$ cat config.mk
export PLATFORM = sky130hd
export DESIGN_NAME = set_scan_ctrl
export DESIGN_NICKNAME = d
export VERILOG_FILES = /design/src/rtl/set_scan_ctrl_pkg.sv /design/src/rtl/set_scan_ctrl_pe.sv /design/src/rtl/set_scan_ctrl.sv
export SDC_FILE = /design/constraint.sdc
export NUM_CORES = 1
export LEC_CHECK = 0
export ABC_CLOCK_PERIOD_IN_PS = 20600
export CORE_UTILIZATION = 45
export DETAILED_ROUTE_END_ITERATION = 7
export GPL_TIMING_DRIVEN = 0
export SYNTH_ARGS = -nofsm -noshare
export SYNTH_HDL_FRONTEND = slang
export SYNTH_SLANG_ARGS = --single-unit
$ cat constraint.sdc
create_clock -name clk_i -period 20.6 [get_ports clk_i]
set_input_delay 6.18 -clock clk_i [delete_from_list [all_inputs] [get_ports clk_i]]
set_output_delay 6.18 -clock clk_i [all_outputs]
set_load 0.1 [all_outputs]
$ cat src/rtl/set_scan_ctrl_pkg.sv
// Shared types and helpers for the three-circle set-scan sequencer.
// Holds bus field widths, the job payload structs, the set-mode and
// FSM state encodings, plus the circle-coverage and match helpers.
package set_scan_ctrl_pkg;

  localparam int unsigned AXIS_W     = 4;
  localparam int unsigned COORD_SZ   = 2 * AXIS_W;
  localparam int unsigned CENTRAL_SZ = 6 * AXIS_W;
  localparam int unsigned RADIUS_SZ  = 3 * AXIS_W;
  localparam int unsigned COVERED_SZ = 3;
  localparam int unsigned MODE_SZ    = 2;
  localparam int unsigned SQ_W       = 10;

  typedef enum logic [MODE_SZ-1:0] {
    MODE_A   = 2'b00,
    MODE_AND = 2'b01,
    MODE_XOR = 2'b10,
    MODE_TWO = 2'b11
  } mode_e;

  typedef enum logic [1:0] {
    S_IDLE  = 2'd0,
    S_SCAN  = 2'd1,
    S_DRAIN = 2'd2,
    S_DONE  = 2'd3
  } state_e;

  // {x,y}: x in the upper nibble
  typedef struct packed {
    logic [AXIS_W-1:0] x;
    logic [AXIS_W-1:0] y;
  } coord_t;

  typedef struct packed {
    coord_t a;
    coord_t b;
    coord_t c;
  } central_t;

  typedef struct packed {
    logic [AXIS_W-1:0] a;
    logic [AXIS_W-1:0] b;
    logic [AXIS_W-1:0] c;
  } radius_t;

  // Inclusive coverage test r^2 >= dx^2 + dy^2 using absolute differences.
  function automatic logic in_circle(input coord_t p, input coord_t ctr,
                                     input logic [AXIS_W-1:0] r);
    logic [AXIS_W-1:0] dx;
    logic [AXIS_W-1:0] dy;
    logic [SQ_W-1:0]   d2;
    logic [SQ_W-1:0]   r2;
    dx = (p.x >= ctr.x) ? (p.x - ctr.x) : (ctr.x - p.x);
    dy = (p.y >= ctr.y) ? (p.y - ctr.y) : (ctr.y - p.y);
    d2 = SQ_W'(dx) * SQ_W'(dx) + SQ_W'(dy) * SQ_W'(dy);
    r2 = SQ_W'(r) * SQ_W'(r);
    return (r2 >= d2);
  endfunction

  // Set expression on the coverage vector {a,b,c}.
  function automatic logic set_match(input mode_e mode,
                                     input logic [COVERED_SZ-1:0] cov);
    logic a;
    logic b;
    logic c;
    logic m;
    a = cov[2];
    b = cov[1];
    c = cov[0];
    case (mode)
      MODE_A:   m = a;
      MODE_AND: m = a & b;
      MODE_XOR: m = a ^ b;
      MODE_TWO: m = (a & b & ~c) | (a & ~b & c) | (~a & b & c);
      default:  m = 1'b0;
    endcase
    return m;
  endfunction

endpackage

$ cat src/rtl/set_scan_ctrl_pe.sv
// Coverage PE: reports which of circles A/B/C contain the given lattice point.
// Ports:
//   coord_i    {x,y} lattice point
//   central_i  {A_X,A_Y,B_X,B_Y,C_X,C_Y}
//   radius_i   {A_R,B_R,C_R}
//   covered_c  {a,b,c} coverage flags, combinational
module set_scan_ctrl_pe
  import set_scan_ctrl_pkg::*;
(
  input  logic [COORD_SZ-1:0]   coord_i,
  input  logic [CENTRAL_SZ-1:0] central_i,
  input  logic [RADIUS_SZ-1:0]  radius_i,
  output logic [COVERED_SZ-1:0] covered_c
);

  coord_t   pt;
  central_t ctr;
  radius_t  rad;

  assign pt  = coord_t'(coord_i);
  assign ctr = central_t'(central_i);
  assign rad = radius_t'(radius_i);

  assign covered_c = {in_circle(pt, ctr.a, rad.a),
                      in_circle(pt, ctr.b, rad.b),
                      in_circle(pt, ctr.c, rad.c)};

endmodule

$ cat src/rtl/set_scan_ctrl.sv
// Set-scan sequencer: latches one job, sweeps the GRID_N x GRID_N lattice
// through a single PE one point per cycle, and counts points matching the
// selected set expression.
// Optional build macro: SET_PIPE_EN registers the PE output before the
// counter and inserts a DRAIN state so the last point is still counted.
// Ports:
//   clk_i, rst_i   clock, synchronous active-high reset
//   en_i           job request, sampled only in IDLE
//   central_i      {A_X,A_Y,B_X,B_Y,C_X,C_Y}
//   radius_i       {A_R,B_R,C_R}
//   mode_i         set expression select
//   busy_o         job in flight, through the valid_o cycle
//   valid_o        one-cycle pulse, candidate_o holds the final count
//   candidate_o    match count of the last completed job
module set_scan_ctrl
  import set_scan_ctrl_pkg::*;
#(
  parameter int unsigned GRID_N = 8,
  parameter int unsigned CNT_W  = 7
) (
  input  logic                  clk_i,
  input  logic                  rst_i,
  input  logic                  en_i,
  input  logic [CENTRAL_SZ-1:0] central_i,
  input  logic [RADIUS_SZ-1:0]  radius_i,
  input  logic [MODE_SZ-1:0]    mode_i,
  output logic                  busy_o,
  output logic                  valid_o,
  output logic [CNT_W-1:0]      candidate_o
);

  localparam logic [AXIS_W-1:0] LAST = AXIS_W'(GRID_N);
  localparam logic [AXIS_W-1:0] ONE  = AXIS_W'(1);

  state_e                  state_q;
  state_e                  state_d;
  logic [AXIS_W-1:0]       x_q;
  logic [AXIS_W-1:0]       y_q;
  logic [CENTRAL_SZ-1:0]   central_q;
  logic [RADIUS_SZ-1:0]    radius_q;
  mode_e                   mode_q;
  logic [CNT_W-1:0]        cnt_q;
  logic [CNT_W-1:0]        cnt_next_c;
  logic [COVERED_SZ-1:0]   covered_c;
  logic                    accept_c;
  logic                    last_pt_c;
  logic                    inc_c;

  set_scan_ctrl_pe u_pe (
    .coord_i   ({x_q, y_q}),
    .central_i (central_q),
    .radius_i  (radius_q),
    .covered_c (covered_c)
  );

  assign accept_c  = (state_q == S_IDLE) && en_i;
  assign last_pt_c = (x_q == LAST) && (y_q == LAST);

`ifdef SET_PIPE_EN
  logic [COVERED_SZ-1:0] covered_q;
  logic                  match_vld_q;

  // One-stage pipe between PE and counter; flag marks a real scan point.
  always_ff @(posedge clk_i) begin
    if (rst_i) begin
      covered_q   <= '0;
      match_vld_q <= 1'b0;
    end else begin
      covered_q   <= covered_c;
      match_vld_q <= (state_q == S_SCAN);
    end
  end

  assign inc_c = match_vld_q && set_match(mode_q, covered_q);
`else
  assign inc_c = (state_q == S_SCAN) && set_match(mode_q, covered_c);
`endif

  assign cnt_next_c = cnt_q + CNT_W'(inc_c);

  // FSM state register
  always_ff @(posedge clk_i) begin
    if (rst_i) state_q <= S_IDLE;
    else       state_q <= state_d;
  end

  // FSM next state
  always_comb begin
    state_d = state_q;
    case (state_q)
      S_IDLE: if (en_i) state_d = S_SCAN;
      S_SCAN: begin
        if (last_pt_c) begin
`ifdef SET_PIPE_EN
          state_d = S_DRAIN;
`else
          state_d = S_DONE;
`endif
        end
      end
      S_DRAIN: state_d = S_DONE;
      S_DONE:  state_d = S_IDLE;
      default: state_d = S_IDLE;
    endcase
  end

  // Job buffers, raster coordinate and match counter
  always_ff @(posedge clk_i) begin
    if (rst_i) begin
      central_q <= '0;
      radius_q  <= '0;
      mode_q    <= MODE_A;
      x_q       <= ONE;
      y_q       <= ONE;
      cnt_q     <= '0;
    end else begin
      if (accept_c) begin
        central_q <= central_i;
        radius_q  <= radius_i;
        mode_q    <= mode_e'(mode_i);
        cnt_q     <= '0;
      end else begin
        cnt_q <= cnt_next_c;
      end
      if (state_q == S_SCAN) begin
        if (x_q == LAST) begin
          x_q <= ONE;
          y_q <= (y_q == LAST) ? ONE : y_q + ONE;
        end else begin
          x_q <= x_q + ONE;
        end
      end
    end
  end

  // Registered status outputs; count captured on entry to DONE
  always_ff @(posedge clk_i) begin
    if (rst_i) begin
      busy_o      <= 1'b0;
      valid_o     <= 1'b0;
      candidate_o <= '0;
    end else begin
      busy_o  <= (state_d != S_IDLE);
      valid_o <= (state_d == S_DONE);
      if (state_d == S_DONE) candidate_o <= cnt_next_c;
    end
  end

endmodule

# Word-level counts from Yosys, hierarchy flattened
# Index checks and enable logic that the tools add are counted.
dict set report word_totals {
  register_bits 64
  input_bits 41
  elab_cells 87
}
dict set report classes {
  n_addsub 18
  n_mul 9
  n_lt_le_gt_ge 9
  n_eq_ne 9
  n_mux 12
  n_bitwise 12
  reduce_logical 8
}
# op count
set ops {}
lappend ops {{$mul 4x4->8} 9}
lappend ops {{$sub 4x4->4} 12}
lappend ops {{$mux 4} 8}
lappend ops {{$ge 8x10->1} 3}
lappend ops {{$add 8x8->9} 3}
lappend ops {{$ge 4x4->1} 6}
lappend ops {{$eq 2x2->1 const B} 5}
lappend ops {{$add 4x1->4 const B} 2}
lappend ops {{$eq 4x4->1 const B} 2}
lappend ops {{$pmux 2 s4} 1}
lappend ops {{$add 7x1->7} 1}
lappend ops {{$and 1x1->1} 6}
lappend ops {{$eq 2x1->1 const B} 2}
lappend ops {{$logic_not 2->1} 2}
lappend ops {{$mux 2} 2}
lappend ops {{$pmux 1 s4} 1}
lappend ops {{$logic_and 1x1->1} 3}
lappend ops {{$not 1->1} 3}
lappend ops {{$or 1x1->1} 2}
lappend ops {{$reduce_and 2->1} 1}
lappend ops {{$reduce_bool 2->1} 1}
lappend ops {{$reduce_or 2->1} 1}
lappend ops {{$xor 1x1->1} 1}

# Longest topological paths before layout
# Gate-level depths: netlist (run 1).
dict set report depth {
  word_depth 13
  mapped_depth 37
  depth_no_buf 37
}

# Cells and area by module
# From an unflattened synthesis (run 1), not the netlist that was laid out.
dict set report hier_totals {
  cells_unflattened 924
  hier_area_um2 7541.0
}
# mod n_inst cells_per_inst area_per_inst_um2
set modules_own_cells {}
lappend modules_own_cells {set_scan_ctrl_pe 1 620 4938.5}
lappend modules_own_cells {set_scan_ctrl 1 304 2602.5}

# Worst setup path after synthesis (run 1)
# OpenSTA, ideal clock, no wires.
dict set report synth_path {
  path_type {register -> register}
  startpoint {reg x_q[1]}
  endpoint {reg candidate_o[6]}
  setup_time_ns 0.091
  arrival_ns 8.000
  required_time_ns 20.509
  slack_ns 12.509
  path_stages_with_launch 36
  cell_sequence {dfxtp_1 inv_1 fa_1 nor3b_1 a21oi_1 o221a_2 a31o_2 nor2_1 inv_1 fa_1 fa_1 inv_1 fa_1 inv_1 fa_1 inv_1 ha_1 fa_1 a21o_1 a21oi_1 xor2_1 ha_1 o211ai_1 a21oi_1 o311a_1 inv_1 ha_1 nor3_1 or4_4 a221oi_2 ha_1 ha_1 nand3_1 nor2_1 xnor2_1 a311oi_1}
}
dict set report synth_via {
  elab_chain_len 13
  elab_cells_between_ends 41
  classes_between {10 x add/sub; 3 x mul; 6 x order compare; 2 x eq/ne; 6 x mux; 12 x bitwise; 2 x reduce/logical}
}
# element line_no
set synth_lines {}
lappend synth_lines {{start: declaration} set_scan_ctrl.sv:37} ;# logic [AXIS_W-1:0] x_q;
lappend synth_lines {{start signal: assignment} set_scan_ctrl.sv:130} ;# x_q <= x_q + ONE;
lappend synth_lines {{$sub 4x4->4 / $ge 4x4->1 (equally long branches)} set_scan_ctrl_pkg.sv:53} ;# dx = (p.x >= ctr.x) ? (p.x - ctr.x) : (ctr.x - p.x);
lappend synth_lines {{$mux 4} set_scan_ctrl_pkg.sv:53}
lappend synth_lines {{$mul 4x4->8} set_scan_ctrl_pkg.sv:55} ;# d2 = SQ_W'(dx) * SQ_W'(dx) + SQ_W'(dy) * SQ_W'(dy);
lappend synth_lines {{$add 8x8->9} set_scan_ctrl_pkg.sv:55}
lappend synth_lines {{$ge 8x10->1} set_scan_ctrl_pkg.sv:57} ;# return (r2 >= d2);
lappend synth_lines {{$not 1->1} set_scan_ctrl_pkg.sv:74} ;# MODE_TWO: m = (a & b & ~c) | (a & ~b & c) | (~a & b & c);
lappend synth_lines {{$and 1x1->1 (2 in series)} set_scan_ctrl_pkg.sv:74}
lappend synth_lines {{$or 1x1->1 (2 in series)} set_scan_ctrl_pkg.sv:74}
lappend synth_lines {{$pmux 1 s4} set_scan_ctrl_pkg.sv:70} ;# case (mode)
lappend synth_lines {{$logic_and 1x1->1} set_scan_ctrl.sv:76} ;# assign inc_c = (state_q == S_SCAN) && set_match(mode_q, covered_c);
lappend synth_lines {{$add 7x1->7} set_scan_ctrl.sv:79} ;# assign cnt_next_c = cnt_q + CNT_W'(inc_c);
lappend synth_lines {{end signal: assignment} set_scan_ctrl.sv:145} ;# if (state_d == S_DONE) candidate_o <= cnt_next_c;
lappend synth_lines {{end: declaration} set_scan_ctrl.sv:29} ;# output logic [CNT_W-1:0] candidate_o
# Parallel ways exist; a longest one is shown, timed or not.
# A chain may end at the register's enable or synchronous reset.

# Worst setup path after layout (run 1)
# Ends and elaborated chain as after synthesis.

==> results of run 1 <==
final cells by class:
class	count	area, µm²
well taps	216	270
fillers	1598	7450
flip-flops and latches	64	1280
plain buffers	16	63.8
repair buffers	49	490
multi-input cells	644	5420
inverters	156	586
clock inverters	7	103
clock buffers	9	225
stage by stage:
step	area [µm²]	instances	utilization (%)	worst slack, ns
2_1_floorplan	7350	880	-	12.51
3_5_place_dp	8110	1145	51.0	11.33
5_1_grt	8430	1161	53.1	10.74
6_report	8430	1161	53.1	11.36
4_1_cts	8430	1161	53.1	11.30
3_3_place_gp	8110	1145	51.0	11.37
worst min-delay path, cell delays in order (launching register included):
cell and delay [ns]:
dfxtp_1 0.31, nand2_1 0.05, a21oi_1 0.05
sequential cells by signal (all words and copies together), names as in the netlist:
name / count
cnt_q: 7
valid_o: 1
state_q: 2
busy_o: 1
candidate_o: 7
y_q: 4
central_q: 24
x_q: 4
mode_q: 2
radius_q: 12
final timing paths:
path	endpoint	slack, ns
worst max register to register	candidate_o[6]	11.36
worst max-delay path	candidate_o[6]	11.36
worst min-delay path	central_q[19]	0.45
worst min register to register	central_q[19]	0.45
cells by family (layout without fill, tap and decap cells):
kind of cell,Yosys count,count (layout),share of synthesized area [%]
DFF,64,64,17.4
muxes,26,26,3.59
and+or+nand+nor,216,216,13.4
buffers and inverters,172,237,8.84
adders and majority gates,184,184,36.5
xor gates and xnor gates,36,36,4.29
AOI/OAI and AO/OA,182,182,16.0
placed cells by master, fill, tap and decap left out, types with 8 or more instances in the layout:
cell and n:
nor2b_1 15, inv_1 155, dfxtp_1 64, nor2_1 51, clkbuf_16 9, xnor2_1 19, nand2_1 94, nand2b_1 15
clkbuf_1 9, clkdlybuf4s50_1 49, ha_1 134, o21ai_0 11, fa_1 50, xor2_1 17, a21o_1 32, a21oi_1 83
and2_1 17, mux2i_1 23, o21bai_1 8
report_power, final:
part	total, W	internal, W	switching [W]	leakage, nW
clock	0.000172	0.000107	0.0000645	0.157
combinational	0.000877	0.000389	0.000488	3.51
sequential	0.000140	0.000131	0.00000902	0.522
total	0.00119	0.000627	0.000561	4.18
Yosys cell counts, types with 2 or more instances:
master,number
nand2b_1,15
dfxtp_1,64
clkbuf_1,9
o21ai_1,4
xor2_1,17
inv_1,155
a41oi_1,2
and3_1,2
nor2_1,51
o211a_1,2
xnor2_1,19
a21oi_2,5
o21bai_1,8
o21ai_0,11
mux2i_1,23
ha_1,134
o211ai_1,3
a21o_1,32
buf_1,6
o21a_1,4
a211oi_1,5
a31o_2,3
fa_1,50
a21oi_1,83
nor3_1,6
a311oi_1,5
nand2_1,94
o31ai_1,4
and2_1,17
o31a_1,2
nor2b_1,15
nand3_1,6
mux2_2,3
a31oi_1,2
layer usage:
| layer | part of all wire, % | up-vias | routed length, µm | global-route usage [%] |
|---|---|---|---|---|
| met4 | 1.4 | 0 | 216 | 5.95 |
| li1 | - | 3016 | - | - |
| met1 | 49 | 2658 | 7620 | 27.7 |
| met2 | 46 | 71 | 7270 | 33.6 |
| met5 | 0 | - | 0 | 0 |
| met3 | 3.6 | 12 | 558 | 3.36 |
==> run_results.csv, run 1 <==
group,metric,value,unit
pwr,power.leakage,4.18,nW
drt,route.detailed.wl_per_inst,13.5,µm
setup_path,slowest_stage,"dfxtp_1",
clocking,htreeDepth,3,
job,cap_viol_max_count,0,
yosys,syn_nets,1105,
sta,hold_viol,0,
setup_path,critPathCaptureType,"flip-flop",
setup_path,worstSetupPathDepth,35,
floorplan,ioPinCount,50,
floorplan,die_h,130,µm
status,outcome,"complete, no violations",
sta,whs,0.455,ns
placed_design,dp_hpwl,12.7,mm
global_routing,antenna_found_initial,0,
final_layout,layout.nets,1165,
sta,setup-tns-final,0,ns
clocking,ctsResizeCount,0,
sta,slew_violations,0,
setup_path,rr_worst_depth,35,
yosys,synth-edff-count,0,
setup_path,crit_buf_inv,6,
sta,rsz0062_at_grt,"no",
drt,via_per_inst,4.96,
yosys,yosysWarnings,0,
drt,drt_iter0_markers,215,
setup_path,cp.required,20.86,ns
placed_design,port_buffers,49,
pwr,power_density,141,mW/mm²
drt,drc_errors,0,
clocking,cts_made_buffers,9,
setup_path,critPathMaxFanout,10,
clocking,cts_tree,"yes",
clocking,cts_root_buf,"clkbuf_16",
setup_path,cp_top_family,"adder cells",
sta,layout_min_cycle_time,9.24,ns
floorplan,rows,46,
setup_path,arrival,9.50,ns
yosys,synth_area_leaders,"ha_1 23%, dfxtp_1 17%, fa_1 14%, inv_1 7.9%, a21oi_1 5.7%",
clocking,cts_sinks,64,
min_path,min_from,"central_q[19]",
clocking,path_clk_slew,0.06,ns
global_routing,grt_max_degree,14,
floorplan,die_width,130,µm
sta,worstMarginPinSlew,0.973,ns
min_path,worst_hold_path.num_cells,2,
setup_path,timing.critical_path.from,"x_q[1]",
drt,wl,15.7,mm
clocking,holdBufCountCts,0,
global_routing,grtUsageTotal,20.5,%
clocking,post_cts_buffers,0,
global_routing,grt_overflow,0,
setup_path,reg2reg_from,"x_q[1]",
yosys,synth_top_area_share,22.8,%
yosys,ys_ff_latch,64,
global_routing,grt_pass1_wl,26.8,mm
yosys,async_reset_ff_share,0,%
clocking,insertion_delay,0.34,ns
pwr,ir_drop,0.0968,mV
floorplan,start_util,46.2,%
sta,fmax,108,MHz
clocking,ctsLongestPathBuffers,2,
yosys,synth_top_area_cell,"ha_1",
yosys,ys_seq_area_share,17.4,%
final_layout,drive_gt1_share,3.60,%
yosys,synth.avg_cell_area,8.35,µm²
yosys,synth_area,0.00735,mm²
floorplan,core,0.0159,mm²
setup_path,start_kind,"flip-flop",
yosys,synthDistinctLibCells,53,
drt,vias,5757,
drt,dr.pass1.iters,4,
sta,clock-skew-final,0.00816,ns
final_layout,diodes,0,
final_layout,syn_to_final_growth,14.8,%
placed_design,gp_congestion,0.811,
sta,min_period_over_period,44.9,%
yosys,synthCells,880,
pwr,finalPower,0.00119,W
drt,ant_nets,0,
setup_path,cpPeakStageDelay,0.70,ns
sta,final-setup-viol-count,0,
global_routing,grt_pass1_vias,5565,
yosys,ys.flop_type,"dfxtp_1",
sta,slew_headroom,34.9,%
setup_path,crit_type,"reg2reg",
floorplan,dieArea,0.0168,mm²
min_path,hold_class,"reg2reg",
Note: power is estimated with default switching activity, not from simulation.
==> run 2: changes to the inputs <==
--- a/config.mk
+++ b/config.mk
@@ -5,10 +5,11 @@
 export SDC_FILE = /design/constraint.sdc
 export NUM_CORES = 1
 export LEC_CHECK = 0
-export ABC_CLOCK_PERIOD_IN_PS = 20600
+export ABC_CLOCK_PERIOD_IN_PS = 8130
 export CORE_UTILIZATION = 45
 export DETAILED_ROUTE_END_ITERATION = 7
 export GPL_TIMING_DRIVEN = 0
+export PLACE_DENSITY = 0.66
 export SYNTH_ARGS = -nofsm -noshare
 export SYNTH_HDL_FRONTEND = slang
 export SYNTH_SLANG_ARGS = --single-unit
==> constraint.sdc (replaced) <==
create_clock -name clk_i -period 8.13 [get_ports clk_i]
set_input_delay 2.439 -clock clk_i [delete_from_list [all_inputs] [get_ports clk_i]]
set_output_delay 2.439 -clock clk_i [all_outputs]
set_load 0.1 [all_outputs]
==> run 2 against run 1 <==
Effect of this change:
- fmax rose by 14%
- largest power group unchanged
- cell count grew 2.0%
- highest routed layer unchanged
- power grew to 2.7 times the previous value
==> run_results.csv, run 2 (synthesized netlist as in run 1, its figures left out) <==
group,metric,value,unit
status,outcome,"complete, no violations",
setup_path,crit_type,"reg2reg",
floorplan,rows,46,
clocking,path_clk_slew,0.06,ns
global_routing,grtUsageTotal,21.0,%
pwr,ir_drop,0.202,mV
setup_path,timing.critical_path.from,"x_q[0]",
clocking,insertion_delay,0.34,ns
sta,hold_viol,0,
setup_path,worstReg2RegEnd,"candidate_o[6]",
setup_path,slowest_stage,"fa_1",
floorplan,dieArea,0.0168,mm²
final_layout,top_regs,"central_q: 24 flops, radius_q: 12 flops",
global_routing,antenna_found_initial,0,
global_routing,grt_overflow,0,
final_layout,regMostFlops,"central_q",
setup_path,reg2reg_from,"x_q[0]",
final_layout,final_common_cell,"inv_1",
clocking,holdBufCountCts,0,
pwr,finalPower,0.00322,W
final_layout,syn_to_final_growth,21.5,%
sta,rsz0062_at_grt,"yes",
drt,drt_iter0_markers,338,
drt,ant_nets,0,
clocking,cts_made_buffers,9,
floorplan,core,0.0159,mm²
clocking,ctsLongestPathBuffers,2,
final_layout,largest_reg_flops,24,
sta,slew_headroom,33.7,%
floorplan,start_util,46.2,%
placed_design,gp_congestion,0.818,
clocking,cts_tree,"yes",
final_layout,diodes,0,
placed_design,place_inst,1145,
clocking,cts_sinks,64,
sta,min_period_over_period,99.3,%
min_path,hold_class,"reg2reg",
sta,worst_slack,0.0592,ns
drt,drc_errors,0,
final_layout,fill_cells,1497,
setup_path,start_kind,"flip-flop",
job,cap_viol_max_count,0,
drt,route.detailed.wl_per_inst,13.8,µm
final_layout,stdcell_count,1184,
drt,vias,5850,
final_layout,utilization,56.2,%
placed_design,place_ws,-1.06,ns
setup_path,rr_worst_depth,37,
final_layout,drive_gt1_share,12.0,%
sta,fmax,124,MHz
placed_design,dp_hpwl,12.8,mm
setup_path,critPathMaxFanout,5,
sta,clock-skew-final,0.00698,ns
global_routing,grt_pass1_vias,5888,
sta,whs,0.457,ns
sta,final-setup-viol-count,0,
floorplan,die_width,130,µm
setup_path,rrSetupSlack,0.06,ns
final_layout,most-common-layout-cells,"147 x inv_1, 124 x ha_1, 94 x nand2_1",
global_routing,grt_pass1_wl,27.8,mm
setup_path,setup.worst_path.end,"candidate_o[6]",
sta,slew_violations,0,
sta,layout_min_cycle_time,8.07,ns
global_routing,grt_max_degree,13,
final_layout,layout.nets,1188,
drt,wl,16.3,mm
drt,via_per_inst,4.94,
pwr,power.leakage,4.32,nW
sta,worstMarginPinSlew,0.991,ns
floorplan,ioPinCount,50,
setup_path,cp.required,8.38,ns
floorplan,die_h,130,µm
setup_path,cpPeakStageDelay,0.49,ns
setup_path,critPathCaptureType,"flip-flop",
clocking,htreeDepth,3,
placed_design,port_buffers,49,
drt,dr.pass1.iters,4,
pwr,power_density,361,mW/mm²
setup_path,arrival,8.32,ns
clocking,cts_root_buf,"clkbuf_16",
==> run 2: changes by cell type in the layout (fill, tap and decap cells not counted), moves of 7 or more <==
cell,before,now
buf_4,1,23
fa_1,50,43
fa_2,0,7
ha_1,134,124
inv_1,155,147
==> run 2: repair_timing <==
item / 4_1_cts / 5_1_grt
gates resized for setup: 53 / 28
buffers inserted: 16 / 7
pin swaps: 33 / 38
endpoints found under the setup margin: 14 / 13
==> run 2: power breakdown <==
part	switching (W)	internal, W
clock network	0.000152	0.000247
logic	0.00134	0.00113
registers	0.0000206	0.000332
==> run 2: final cells by class <==
type / count / area, µm² / area share [%]
tap: 216 / 270 / 3.03
clock inverter: 6 / 67.6 / 0.757
multi-input combinational: 644 / 5730 / 64.2
clock buffer: 10 / 239 / 2.68
sequential: 64 / 1290 / 14.5
timing repair buffer: 72 / 667 / 7.47
inverter: 156 / 597 / 6.69
buffer: 16 / 63.8 / 0.715
==> run 2: worst max-delay path, delay by kind of cell, from the launching register on <==
kind	cells	cell delay, ns
xor+xnor	2	0.23
fa+ha+maj	12	3.70
buf+inv	7	0.44
flops	1	0.37
compound gates	10	2.18
simple gates	6	1.05
==> run 2: routing by layer <==
layer | track usage (%) | vias to the layer above | routed length (µm)
met5 | 0 | - | 0
met4 | 4.72 | 0 | 108
li1 | - | 3047 | -
met2 | 37.0 | 62 | 7860
met1 | 27.5 | 2734 | 7850
met3 | 2.50 | 7 | 516
==> run 2: stage by stage <==
step                cell area [µm²]  TNS (ns)
floorplan                      7350         0
global placement               8110    -10.31
detailed placement             8110    -10.34
CTS                            8750    -0.225
global route                   8920     -1.48
finish                         8920         0
==> run 2: worst min path at each step <==
stage                              from       endpoint  slack [ns]  cells past startpoint
after CTS                 central_q[19]  central_q[19]        0.46                      2
after global routing       central_q[3]   central_q[3]        0.48                      2
after global placement     central_q[7]   central_q[7]        0.44                      2
final                     central_q[23]  central_q[23]        0.46                      2
after floorplan           central_q[11]  central_q[11]        0.44                      2
after detailed placement  central_q[19]  central_q[19]        0.45                      2
==> run 3: changes to the inputs <==
--- a/config.mk
+++ b/config.mk
@@ -7,6 +7,7 @@
 export LEC_CHECK = 0
 export ABC_CLOCK_PERIOD_IN_PS = 8130
 export CORE_UTILIZATION = 45
+export CTS_BUF_LIST = sky130_fd_sc_hd__clkbuf_4 sky130_fd_sc_hd__clkbuf_8 sky130_fd_sc_hd__clkbuf_16
 export DETAILED_ROUTE_END_ITERATION = 7
 export GPL_TIMING_DRIVEN = 0
 export PLACE_DENSITY = 0.66
==> results of run 3 <==
Final layout, timing and power as in run 2 (identical DEF).
